`src/rtl/id_pipe_fwd.sv`:
```
// Decode stage with a one-entry holding register. Operands are resolved from
// the bypass network, and the stage interlocks on load-use hazards.
module id_pipe_fwd #(
    parameter int XLEN = 32,
    parameter int NREG = 32,
    parameter int AW   = $clog2(NREG),
    parameter int NBYP = 3
) (
    input  logic                 clk,
    input  logic                 rst,
    input  logic                 flush,
    input  logic                 in_valid,
    output logic                 in_ready,
    input  logic [31:0]          in_pc,
    input  logic [31:0]          in_inst,
    output logic [AW-1:0]        rf_raddr1,
    output logic [AW-1:0]        rf_raddr2,
    input  logic [XLEN-1:0]      rf_rdata1,
    input  logic [XLEN-1:0]      rf_rdata2,
    input  logic [NBYP-1:0]      byp_we,
    input  logic [NBYP-1:0]      byp_load,
    input  logic [NBYP*AW-1:0]   byp_waddr,
    input  logic [NBYP*XLEN-1:0] byp_wdata,
    output logic                 out_valid,
    input  logic                 out_ready,
    output logic [31:0]          out_pc,
    output logic [31:0]          out_inst,
    output logic [XLEN-1:0]      out_src1,
    output logic [XLEN-1:0]      out_src2,
    output logic                 stallreq,
    output logic                 br_taken,
    output logic [31:0]          br_target,
    output logic [31:0]          stall_cnt
);

    localparam logic [5:0] OP_SPECIAL = 6'b000000;
    localparam logic [5:0] OP_J       = 6'b000010;
    localparam logic [5:0] OP_JAL     = 6'b000011;
    localparam logic [5:0] OP_BEQ     = 6'b000100;
    localparam logic [5:0] OP_BNE     = 6'b000101;
    localparam logic [5:0] OP_LUI     = 6'b001111;

    typedef struct packed {
        logic            load;
        logic [XLEN-1:0] value;
    } operand_t;

    logic        hold_valid_q, hold_valid_d;
    logic [31:0] hold_pc_q, hold_pc_d;
    logic [31:0] hold_inst_q, hold_inst_d;
    logic [31:0] stall_cnt_q, stall_cnt_d;

    logic [5:0]    opcode;
    logic [AW-1:0] rs_addr;
    logic [AW-1:0] rt_addr;
    logic          use_rs;
    logic          use_rt;
    operand_t      op1;
    operand_t      op2;
    logic          hazard;
    logic          fire;
    logic          is_branch;
    logic          br_cond;
    logic [31:0]   br_offset;

    // Register zero never forwards and never interlocks. The loop walks from the
    // oldest source to the youngest so the lowest-index match is the last write.
    function automatic operand_t resolve(
        input logic [AW-1:0]        addr,
        input logic [XLEN-1:0]      rf_val,
        input logic [NBYP-1:0]      we,
        input logic [NBYP-1:0]      ld,
        input logic [NBYP*AW-1:0]   waddr,
        input logic [NBYP*XLEN-1:0] wdata
    );
        operand_t res;
        res = '0;
        if (addr != '0) begin
            res.value = rf_val;
            for (int i = NBYP - 1; i >= 0; i--) begin
                if (we[i] && (waddr[i*AW +: AW] == addr)) begin
                    res.value = wdata[i*XLEN +: XLEN];
                    res.load  = ld[i];
                end
            end
        end
        return res;
    endfunction

    assign opcode  = hold_inst_q[31:26];
    assign rs_addr = AW'(hold_inst_q[25:21]);
    assign rt_addr = AW'(hold_inst_q[20:16]);

    assign rf_raddr1 = rs_addr;
    assign rf_raddr2 = rt_addr;

    assign use_rs = !((opcode == OP_J) || (opcode == OP_JAL) || (opcode == OP_LUI));
    assign use_rt = (opcode == OP_SPECIAL) || (opcode == OP_BEQ) ||
                    (opcode == OP_BNE) || (opcode[5:3] == 3'b101);

    assign op1 = resolve(rs_addr, rf_rdata1, byp_we, byp_load, byp_waddr, byp_wdata);
    assign op2 = resolve(rt_addr, rf_rdata2, byp_we, byp_load, byp_waddr, byp_wdata);

    assign hazard    = hold_valid_q && ((use_rs && op1.load) || (use_rt && op2.load));
    assign out_valid = hold_valid_q && !hazard;
    assign stallreq  = hold_valid_q && hazard;
    assign fire      = out_valid && out_ready;
    assign in_ready  = !hold_valid_q || fire;

    assign out_pc   = out_valid ? hold_pc_q   : 32'd0;
    assign out_inst = out_valid ? hold_inst_q : 32'd0;
    assign out_src1 = out_valid ? op1.value   : '0;
    assign out_src2 = out_valid ? op2.value   : '0;

    // Branches compare the forwarded operands so a just-produced value is honoured.
    assign is_branch = (opcode == OP_BEQ) || (opcode == OP_BNE);
    assign br_cond   = (opcode == OP_BEQ) ? (op1.value == op2.value)
                                          : (op1.value != op2.value);
    assign br_offset = {{14{hold_inst_q[15]}}, hold_inst_q[15:0], 2'b00};
    assign br_taken  = fire && !flush && is_branch && br_cond;
    assign br_target = br_taken ? (hold_pc_q + 32'd4 + br_offset) : 32'd0;

    assign stall_cnt = stall_cnt_q;

    // NOTE: every signal gets a default at the top of always_comb so that no
    // path leaves it unassigned, which would otherwise infer a latch.
    always_comb begin
        hold_valid_d = hold_valid_q;
        hold_pc_d    = hold_pc_q;
        hold_inst_d  = hold_inst_q;
        stall_cnt_d  = stall_cnt_q;

        if (flush) begin
            hold_valid_d = 1'b0;
        end else if (in_valid && in_ready) begin
            hold_valid_d = 1'b1;
            hold_pc_d    = in_pc;
            hold_inst_d  = in_inst;
        end else if (fire) begin
            hold_valid_d = 1'b0;
        end

        if (stallreq && (stall_cnt_q != 32'hFFFF_FFFF)) begin
            stall_cnt_d = stall_cnt_q + 32'd1;
        end
    end

    // NOTE: state registers use non-blocking assignments so every flop samples
    // the pre-edge values, independent of statement order.
    always_ff @(posedge clk) begin
        if (rst) begin
            hold_valid_q <= 1'b0;
            hold_pc_q    <= 32'd0;
            hold_inst_q  <= 32'd0;
            stall_cnt_q  <= 32'd0;
        end else begin
            hold_valid_q <= hold_valid_d;
            hold_pc_q    <= hold_pc_d;
            hold_inst_q  <= hold_inst_d;
            stall_cnt_q  <= stall_cnt_d;
        end
    end

endmodule

```
`config.mk`:
```
export PLATFORM = sky130hd
export DESIGN_NAME = id_pipe_fwd
export DESIGN_NICKNAME = d
export VERILOG_FILES = /design/src/rtl/id_pipe_fwd.sv
export SDC_FILE = /design/constraint.sdc
export NUM_CORES = 1
export LEC_CHECK = 0
export ABC_AREA = 0
export CORE_AREA = 2 2 179 181
export DETAILED_ROUTE_END_ITERATION = 7
export DIE_AREA = 0 0 181 183
export PLACE_DENSITY = 0.68
export SKIP_LAST_GASP = 1
export SYNTH_ARGS = -nofsm -noshare
export SYNTH_HDL_FRONTEND = slang
export SYNTH_SLANG_ARGS = --single-unit
```
`constraint.sdc`:
```
create_clock -name clk -period 5.2 [get_ports clk]
set_clock_uncertainty 0.2 [all_clocks]
set_input_delay 1.04 -clock clk [delete_from_list [all_inputs] [get_ports clk]]
set_output_delay 1.04 -clock clk [all_outputs]
set_load 0.03 [all_outputs]
```
==> results.py <==
metrics = {
    "status": {
        "run_status": "complete, but fails checks",
        "violations": "negative setup slack",
    },
    "clock_tree": {
        "h-tree-depth": 3,
        "clk_pin_slew_ns": 0.08,
        "cts.path.max_buffers": 2,
        "cts_made_buffers": 9,
        "cts_num_sinks": 97,
        "hold_buffers": 0,
        "worstSkewPairLatency_ns": 0.36,
        "cts_tree": "yes",
        "clock-root-buffer": "clkbuf_16",
    },
    "sta": {
        "period_minus_slack_ns": 5.98,
        "final-max-slew-violation-count": 0,
        "timing.final.ws_setup_ns": -0.778,
        "slew_headroom": 0.289,
        "fin_tns_setup_ns": -23.40,
        "period_share": 1.15,
        "setup_viol": 33,
        "rsz0062_at_grt": "yes",
        "hold_viol_final": 0,
        "fmax_ghz": 0.167,
        "finalHoldWorstSlack_ns": 0.264,
        "tightest_slew_ns": 1.07,
    },
    "die": {
        "io_pins": 456,
        "start_util": 0.312,
        "die_area_um2": 33100,
        "die_y_um": 183,
        "rows": 65,
        "design.core.area_um2": 31200,
        "die_w_um": 181,
    },
    "yosys": {
        "synth_top_family_by_area": "simple AND/OR/NAND/NOR gates",
        "syn_avg_cell_area_um2": 7.23,
        "ys_seq_area_frac": 0.199,
        "yosys.area.top_type": "dfxtp_1",
        "ys.flop_type": "dfxtp_1",
        "synth.area.mux_share": 0.0750,
        "netlist_instances": 1347,
        "yosysTopAreaCellShare": 0.199,
        "synth_compound_area_frac": 0.145,
        "synthAdderAreaFrac": 0.0765,
        "synth.yosys.warnings": 0,
        "syn-num-nets": 1656,
        "synth-xor-area-share": 0.0944,
        "netlist_area_um2": 9740,
        "yosys-top-cells-area": "dfxtp_1, and3_1, nand2_1",
        "synth-simple-area-share": 0.336,
        "synth_edf_count": 0,
        "synth_cell_type_count": 59,
        "ys_ff_latch": 97,
        "synthArstFlopShare": 0,
    },
    "hold_path": {
        "holdPathStages": 2,
        "hold_class": "flop to flop",
        "hp-start": "hold_inst_q[0]",
        "hold_end": "hold_inst_q[0]",
    },
    "pwr": {
        "vdd_drop_max_v": 0.000134,
        "p_total_uw": 2700,
        "power.density_nw_per_um2": 157,
        "leakagePower_uw": 0.00743,
    },
    "grt": {
        "met3_usage": 0.0620,
        "grtUsageTotal": 0.280,
        "grt_use_met1": 0.337,
        "grt_first_pass_wirelength_um": 73000,
        "top_usage_layer": "met2",
        "grt_max_degree": 98,
        "grt_overflow": 0,
        "grt_pass1_vias": 12400,
        "use_met2": 0.478,
        "antenna_found_initial": 7,
    },
    "setup_path": {
        "worstReg2RegEnd": "stall_cnt[25]",
        "critPathLaunchType": "input pin",
        "reg2reg_depth": 13,
        "regToRegStartpoint": "hold_inst_q[23]",
        "path_class": "input pin to output pin",
        "reg2reg_slack_ns": 1.35,
        "worst-endpoint-arrival_ns": 4.74,
        "worstPathMaxFanout": 23,
        "crit_path_end_kind": "output pin",
        "cp.required_ns": 3.96,
    },
    "place": {
        "hpwl_um": 34800,
        "port_buffers": 455,
        "gp_routability_congestion": 0.941,
    },
    "route": {
        "drt-initial-drc-count": 797,
        "viasPerCell": 5.41,
        "drt_wl_total_um": 49000,
        "drc": 0,
        "drt-wirelength-per-cell_um": 21.3,
        "dr.pass1.iters": 5,
        "ant_nets": 0,
        "vias": 12400,
    },
    "cells_and_area": {
        "drive_gt1_frac": 0.300,
        "area_delta_synth_final_pct": 76.1,
        "layout.nets": 2196,
    },
    "flow_run": {
        "drv_cap": 0,
    },
}
==> per-stage QoR <==
step | instances | util | instance area [µm²] | setup WS [ns]
2_1_floorplan | 1347 | - | 10000 | 0.0147
3_3_place_gp | 2209 | 0.489 | 15300 | -0.977
3_5_place_dp | 2209 | 0.489 | 15300 | -1.06
4_1_cts | 2281 | 0.539 | 16800 | -0.663
5_1_grt | 2300 | 0.549 | 17200 | -0.897
6_report | 2300 | 0.549 | 17200 | -0.778
==> Yosys cell counts, types with 4 or more instances <==
cell        n
buf_4      18
and3b_1     4
o21ai_0    23
ha_1       58
a21o_1     11
mux2_2     48
nor2b_1    13
or3_1      10
nand2_1   215
clkbuf_1   54
nand2b_1    4
buf_2      35
o21a_1      6
a21oi_1    88
o21bai_1    5
nor2_1    112
inv_1      20
mux2_1     16
nor4_2      5
dfxtp_1    97
and2_1     20
xor2_1     65
and3_1    139
nor4_1     16
buf_1       5
nand4_1     5
a211oi_1   70
xnor2_1    40
buf_6       9
nor3_1     77
nand3_1    20
==> worst max-delay path, stage by stage <==
cell,delay (ns)
dlygate4sd2_1,0.27
xor2_1,0.15
nor4_1,0.26
nand3_1,0.19
buf_6,0.23
nor3_1,0.44
a211oi_4,0.10
xor2_1,0.18
nor4_1,0.32
buf_4,0.17
nand4_1,0.13
or3_4,0.38
a21oi_4,0.15
buf_12,0.16
buf_12,0.12
clkbuf_16,0.15
and2_4,0.14
buf_6,0.12
==> area by class of cell <==
class / count / area [µm²]
Clock inverter: 5 / 87.6
Multi-Input combinational cell: 1110 / 7970
Timing Repair Buffer: 649 / 6330
Fill cell: 2827 / 14100
Inverter: 20 / 75.1
Clock buffer: 11 / 233
Antenna cell: 6 / 15.0
Sequential cell: 97 / 1940
Tap cell: 402 / 503
==> flip-flops by register name, indices dropped and copies added (netlist names) <==
signal,count
hold_inst_q,32
hold_pc_q,32
stall_cnt,32
hold_valid_q,1
==> routing by layer <==
layer  wire length [µm]  share of wire
met2              22900           0.47
met3               4150          0.085
met4               2420          0.049
met5                  9        0.00018
met1              19500           0.40
==> how the worst max path moves through the flow <==
| stage | to | slack (ns) | cells after the start | startpoint |
|---|---|---|---|---|
| 5_1_grt | br_target[1] | -0.90 | 18 | byp_waddr[7] |
| 3_3_place_gp | br_target[5] | -0.98 | 16 | byp_waddr[13] |
| 2_1_floorplan | br_target[12] | 0.01 | 14 | byp_waddr[14] |
| 6_report | br_target[29] | -0.78 | 18 | byp_waddr[7] |
| 3_5_place_dp | br_target[5] | -1.06 | 16 | byp_waddr[13] |
| 4_1_cts | br_target[14] | -0.66 | 18 | byp_waddr[10] |
==> layout by cell type (no fill, tap or decap), types with 5 or more instances in the layout <==
master           instances
ha_1                    58
or3_1                   10
a21o_1                  11
a21oi_1                 88
dfxtp_1                 96
buf_16                   7
clkbuf_16               10
a211oi_2                29
buf_12                  30
inv_1                   20
xnor2_1                 40
a211oi_1                10
buf_4                  278
xor2_1                  62
nand4_1                  5
and2_4                  15
nor3_2                  13
a211oi_4                32
nand2_1                212
and2_1                   5
o21ai_0                 23
and3_1                 131
clkdlybuf4s50_1        276
o21bai_1                 5
mux2_2                  38
o21a_1                   6
mux2_1                  12
mux2_4                  14
buf_6                   41
and3_4                   5
diode_2                  6
nor4_2                  11
nor4_1                  10
nor2b_1                 11
nand3_1                 20
nor3_1                  66
nor2_1                 111
==> power breakdown <==
part	leakage (µW)	switching, µW	total [µW]	internal (µW)
clock	0.000152	328	757	428
sequential	0.000789	28.8	795	766
combinational	0.00649	553	1150	597
==> kinds of logic after synthesis <==
group / after synthesis
compound gates: 222
xor+xnor: 105
fa+ha+maj: 59
buf+inv: 142
flops: 97
mux: 65
simple gates: 657
==> repair_timing <==
item                                   CTS  global route
setup buffers                           45            16
cloned                                  13             1
pin swaps                               38            33
resized for setup                      158            55
setup endpoints to repair              139            78
endpoints found under the hold margin    0             0
(Power assumes the default switching activity.)
